File: config.mk
export PLATFORM = sky130hd
export DESIGN_NAME = universal_shift_register
export DESIGN_NICKNAME = d
export VERILOG_FILES = /design/src/rtl/usr_pkg.sv /design/src/rtl/usr_sequencer.sv /design/src/rtl/universal_shift_register.sv
export SDC_FILE = /design/constraint.sdc
export NUM_CORES = 1
export LEC_CHECK = 0
export ABC_CLOCK_PERIOD_IN_PS = 2050
export CORE_ASPECT_RATIO = 0.7
export CORE_MARGIN = 2
export CORE_UTILIZATION = 43
export CTS_CLUSTER_DIAMETER = 40
export DETAILED_ROUTE_END_ITERATION = 8
export PLACE_DENSITY = 0.68
export SYNTH_ARGS = -nofsm -noshare
export SYNTH_HDL_FRONTEND = slang
export SYNTH_SLANG_ARGS = --single-unit
File: constraint.sdc
create_clock -name clk -period 2.05 [get_ports clk]
set_clock_uncertainty 0.1 [all_clocks]
set_input_delay 0.5125 -clock clk [delete_from_list [all_inputs] [get_ports clk]]
set_output_delay 0.5125 -clock clk [all_outputs]
set_load 0.02 [all_outputs]
File: src/rtl/usr_pkg.sv
// Shared types and the combinational step function for the universal shift register.
package usr_pkg;

  // Widest register the step function handles; narrower words are zero-extended.
  localparam int unsigned USR_MAX_W = 64;

  typedef logic [USR_MAX_W-1:0] usr_word_t;

  typedef enum logic [2:0] {
    OP_HOLD  = 3'b000,
    OP_LOAD  = 3'b001,
    OP_SHR   = 3'b010,
    OP_SHL   = 3'b011,
    OP_ROR   = 3'b100,
    OP_ROL   = 3'b101,
    OP_ASR   = 3'b110,
    OP_CLEAR = 3'b111
  } usr_op_e;

  typedef enum logic {
    IDLE = 1'b0,
    RUN  = 1'b1
  } state_e;

  // Result of one step: next word, the bit that left it, and whether ser_out changes.
  typedef struct packed {
    usr_word_t q;
    logic      ser;
    logic      ser_upd;
  } usr_step_t;

  // Commands that move the word and therefore take a per-step amount.
  function automatic logic usr_is_shift(input usr_op_e op);
    return op inside {OP_SHR, OP_SHL, OP_ROR, OP_ROL, OP_ASR};
  endfunction

  // One step of the datapath on a width-bit word held in the low bits of q.
  // HOLD and LOAD return q untouched; the caller supplies the load data.
  function automatic usr_step_t usr_step(input usr_word_t   q,
                                         input int unsigned width,
                                         input usr_op_e     op,
                                         input logic        shr_in,
                                         input logic        shl_in);
    usr_step_t res;
    usr_word_t mask;
    usr_word_t top;
    logic      msb;
    logic      lsb;
    mask = (width >= USR_MAX_W) ? '1 : ((usr_word_t'(1) << width) - usr_word_t'(1));
    top  = mask ^ (mask >> 1);  // one-hot at the MSB position of the live word
    msb  = |(q & top);
    lsb  = q[0];
    res.q       = q;
    res.ser     = 1'b0;
    res.ser_upd = 1'b0;
    case (op)
      OP_SHR: begin
        res.q       = ((q >> 1) & ~top) | (shr_in ? top : '0);
        res.ser     = lsb;
        res.ser_upd = 1'b1;
      end
      OP_SHL: begin
        res.q       = ((q << 1) | usr_word_t'(shl_in)) & mask;
        res.ser     = msb;
        res.ser_upd = 1'b1;
      end
      OP_ROR: begin
        res.q       = ((q >> 1) & ~top) | (lsb ? top : '0);
        res.ser     = lsb;
        res.ser_upd = 1'b1;
      end
      OP_ROL: begin
        res.q       = ((q << 1) | usr_word_t'(msb)) & mask;
        res.ser     = msb;
        res.ser_upd = 1'b1;
      end
      OP_ASR: begin
        res.q       = ((q >> 1) & ~top) | (msb ? top : '0);
        res.ser     = lsb;
        res.ser_upd = 1'b1;
      end
      OP_CLEAR: begin
        res.q       = '0;
        res.ser     = 1'b0;
        res.ser_upd = 1'b1;
      end
      default: ;  // HOLD, LOAD
    endcase
    return res;
  endfunction

endpackage

File: src/rtl/usr_sequencer.sv
// Command sequencer: start/busy/done handshake, amount clamp and step counter.
module usr_sequencer
  import usr_pkg::*;
#(
  parameter int WIDTH = 8,
  parameter int CNT_W = $clog2(WIDTH + 1)
) (
  input  logic             clk,
  input  logic             reset,
  input  logic             start_i,
  input  usr_op_e          op_i,
  input  logic [CNT_W-1:0] amt_i,
  output logic             accept_o,
  output logic             step_en_o,
  output logic             busy_o,
  output logic             done_o
);

  localparam logic [CNT_W-1:0] W_CNT = CNT_W'(WIDTH);
  localparam logic [CNT_W-1:0] ONE   = CNT_W'(1);

  state_e           state_q, state_d;
  logic [CNT_W-1:0] cnt_q, cnt_d;
  logic [CNT_W-1:0] steps;
  logic             busy_q, busy_d;
  logic             done_q, done_d;

  assign accept_o  = start_i && (state_q == IDLE);
  assign step_en_o = (state_q == RUN);
  assign busy_o    = busy_q;
  assign done_o    = done_q;

  // Number of steps for the requested command: clamped amount, or one.
  always_comb begin
    // NOTE: every always_comb output gets a value on every path, so no latch is inferred.
    steps = ONE;
    if (usr_is_shift(op_i) && (amt_i != '0)) begin
      steps = (amt_i > W_CNT) ? W_CNT : amt_i;
    end
  end

  // Next-state logic: accept in IDLE, count down in RUN, pulse done on the last step.
  always_comb begin
    state_d = state_q;
    cnt_d   = cnt_q;
    done_d  = 1'b0;
    case (state_q)
      IDLE: begin
        if (start_i) begin
          state_d = RUN;
          cnt_d   = steps;
        end
      end
      RUN: begin
        cnt_d = cnt_q - ONE;
        if (cnt_q == ONE) begin
          state_d = IDLE;
          done_d  = 1'b1;
        end
      end
      default: state_d = IDLE;
    endcase
    busy_d = (state_d == RUN);
  end

  // FSM and counter registers with synchronous active-low reset.
  always_ff @(posedge clk) begin
    // NOTE: state registers use non-blocking assignments so every flop samples pre-edge values.
    if (!reset) begin
      state_q <= IDLE;
      cnt_q   <= '0;
      busy_q  <= 1'b0;
      done_q  <= 1'b0;
    end else begin
      state_q <= state_d;
      cnt_q   <= cnt_d;
      busy_q  <= busy_d;
      done_q  <= done_d;
    end
  end

endmodule

File: src/rtl/universal_shift_register.sv
// Universal shift register: WIDTH-bit word with load/clear/shift/rotate commands,
// one bit per clock, sequenced by a start/busy/done handshake.
module universal_shift_register
  import usr_pkg::*;
#(
  parameter int WIDTH = 8,
  parameter int CNT_W = $clog2(WIDTH + 1)
) (
  input  logic             clk,
  input  logic             reset,
  input  logic [WIDTH-1:0] d,
  input  logic [2:0]       op,
  input  logic [CNT_W-1:0] amt,
  input  logic             start,
  input  logic             shr_in,
  input  logic             shl_in,
  output logic [WIDTH-1:0] q,
  output logic             busy,
  output logic             done,
  output logic             ser_out
);

  usr_op_e          op_in;
  usr_op_e          op_q, op_d;
  logic [WIDTH-1:0] d_q, d_d;
  logic [WIDTH-1:0] q_q, q_d;
  logic             ser_q, ser_d;
  logic             accept;
  logic             step_en;
  usr_step_t        step_res;
  logic             unused_hi;

  assign op_in = usr_op_e'(op);

  usr_sequencer #(
    .WIDTH (WIDTH),
    .CNT_W (CNT_W)
  ) u_seq (
    .clk       (clk),
    .reset     (reset),
    .start_i   (start),
    .op_i      (op_in),
    .amt_i     (amt),
    .accept_o  (accept),
    .step_en_o (step_en),
    .busy_o    (busy),
    .done_o    (done)
  );

  assign step_res  = usr_step(usr_word_t'(q_q), WIDTH, op_q, shr_in, shl_in);
  // Bits above WIDTH are always zero; fold them so nothing is left dangling.
  assign unused_hi = ^(step_res.q >> WIDTH);

  // Capture the command on acceptance; a zero-amount shift becomes a single HOLD step.
  always_comb begin
    op_d = op_q;
    d_d  = d_q;
    if (accept) begin
      op_d = (usr_is_shift(op_in) && (amt == '0)) ? OP_HOLD : op_in;
      d_d  = d;
    end
  end

  // Datapath: apply one step of the captured command whenever the sequencer enables it.
  always_comb begin
    q_d   = q_q;
    ser_d = ser_q;
    if (step_en) begin
      q_d = (op_q == OP_LOAD) ? d_q : step_res.q[WIDTH-1:0];
      if (step_res.ser_upd) begin
        ser_d = step_res.ser;
      end
    end
  end

  // Word, serial-out and captured-command registers.
  always_ff @(posedge clk) begin
    if (!reset) begin
      q_q   <= '0;
      ser_q <= 1'b0;
      op_q  <= OP_HOLD;
      d_q   <= '0;
    end else begin
      q_q   <= q_d;
      ser_q <= ser_d;
      op_q  <= op_d;
      d_q   <= d_d;
    end
  end

  assign q       = q_q;
  assign ser_out = ser_q;

endmodule

==> flow_summary.toml <==
[floorplanning]
ios = 31
die_y_um = 51.7
start_util_pct = 44.7
rows = 17
die_x_um = 72.1
dieArea_um2 = 3730
core_area_um2 = 3130

[pwr]
p_per_area_nw_per_um2 = 703
power.leakage_nw = 0.658
p_total_mw = 1.28
vdd_drop_max_v = 0.000313

[synth]
ys_warn_count = 0
synth_cell_types = 41
syn_avg_cell_area_um2 = 7.71
synth_edf_count = 0
synthCells = 181
ys_seq_area_share_pct = 37.3
synth.cell_area_um2 = 1400
yosys-top-cells-area = "dfxtp_1 (37%), nand2_1 (9.1%), a21oi_1 (9.0%)"
syn_nets = 205
ys.flop_type = "dfxtp_1"
post-synth-top-area-fraction_pct = 37.3
synth_seq_cells = 26
yosys.area.top_type = "dfxtp_1"
synthArstFlopShare_pct = 0

[finish]
fin_nets = 239
syn2layout_area_growth_pct = 30.6
drive_gt1_share_pct = 7.94
final_cell_mix = "nand2_1 (34), clkdlybuf4s50_1 (30), dfxtp_1 (26)"
instances_no_fill = 252
n_antenna_cell = 0
mostFrequentLayoutCell = "nand2_1"
design_area_um2 = 1820

[global_routing]
grt-ovfl-total = 0
grt_usage_pct = 19.3
grt_antenna_before_repair = 0
grt_pass1_wl_um = 5620
grt_pass1_vias = 1218
grt_max_degree = 18

[placed_design]
place_ws_ps = 141
place_congestion = 0.871
numPortBuffers = 30
dp_cells = 248
hpwlAfterDp_um = 2490
place_area_um2 = 1750

[cts]
cts_tree = "built"
cts_made_buffers = 3
clk_pin_slew_ps = 100
htree_num_levels = 1
post_cts_buffers = 0
ctsResizeCount = 0
insertion_delay_ps = 280
clockBufferDepth = 2
cts_hold_buf = 0
cts-root-buf = "clkbuf_8"
cts_sinks = 26

[flow_run]
maxCapViolCount = 0

[worst_hold_path]
hp-class = "register to register"

[sta]
tns_ps = 0
max_freq_mhz = 520
finalSetupViolations = 0
fin_ws_ps = 127
rsz0062_at_grt = "no"
min_period_ps = 1920
period_share_pct = 93.8
slew_headroom_pct = 73.8
finalHoldViolCount = 0
final-max-slew-violation-count = 0
worst_pin_slew_ps = 393

[critical_path]
start_kind = "register"
cpPeakStageDelay_ps = 630
path_buf_inv = 1
cp_slowest_cell = "clkdlybuf4s50_1"
crit_family = "buffers and inverters"
setup.worst_path.class = "register to output pin"
arrival_ps = 1310
cp_max_fo = 5
end_kind = "output pin"
crit_chain = "clkdlybuf4s50_1"
worstPathRequired_ps = 1440

[detailed_routing]
drc = 0
routed_wl_um = 3310
via_per_inst = 5.38
drt-wirelength-per-cell_um = 13.1
dr.pass1.iters = 4
antenna_left = 0
drt_iter0_markers = 98
num_vias = 1355

[status]
outcome = "finished, final reports clean"
[final cells by class]
cell class,count,area (um^2)
clock buffers,3,41.3
clock inverters,1,30.0
fillers,283,1300
inverters,8,30.0
multi-input cells,138,793
flip-flops and latches,26,520
well taps,38,47.5
repair buffers,38,360
[state kept, by name, indices dropped and copies added, names as in the netlist]
register	cells
d_q	8
q	8
u_seq.cnt_q	4
op_q	3
ser_out	1
u_seq.done_o	1
u_seq.step_en_o	1
[cells in the mapped netlist (all sizes together) (2+ instances only)]
master	number
nor2b	2
nor2	14
nand2	34
clkbuf	4
buf	5
o21bai	2
dfxtp	26
nand3	6
nor3	2
inv	7
a31oi	9
a211o	2
ha	4
nand2b	2
a21oi	25
o21ai	11
or3	5
[power breakdown]
group	internal, mW	switching [mW]	leakage (nW)
combinational	0.135	0.142	0.409
clock	0.261	0.174	0.0357
sequential	0.541	0.0291	0.213
[worst paths after layout]
path / start / to / slack [ps] / cells after the start
hold / removal: d_q[4] / d_q[4] / 370 / 2
setup / recovery: q[7] / q[7] / 130 / 1
setup reg to reg: op_q[2] / q[3] / 360 / 5
hold reg to reg: d_q[4] / d_q[4] / 370 / 2
[metal layers]
| metal | global-route usage (%) | up-vias | wire, um |
|---|---|---|---|
| met4 | 2.83 | 0 | 7 |
| met1 | 28.8 | 616 | 1780 |
| met3 | 4.26 | 2 | 189 |
| li1 | - | 702 | - |
| met2 | 29.1 | 35 | 1330 |
| met5 | 0 | - | 0 |
[through the flow]
step	util (%)	hold WS [ps]
global placement	56.0	347
finish	58.3	370
global route	58.3	393
floorplan	-	337
CTS	58.3	367
detailed placement	56.0	353
[kinds of logic (layout without fill, tap and decap cells)]
| logic type | Yosys count | in the layout | share of synthesized area, % |
|---|---|---|---|
| multiplexers | 2 | 2 | 1.52 |
| AND/OR/NAND/NOR | 73 | 73 | 25.2 |
| adder cells (fa/ha/maj) | 4 | 4 | 3.58 |
| XOR/XNOR | 1 | 1 | 0.627 |
| flip-flops | 26 | 26 | 37.3 |
| AO/OA/AOI/OAI | 58 | 58 | 25.9 |
| buffers and inverters | 17 | 50 | 5.91 |
No activity file was read; power rests on OpenSTA's default activity.
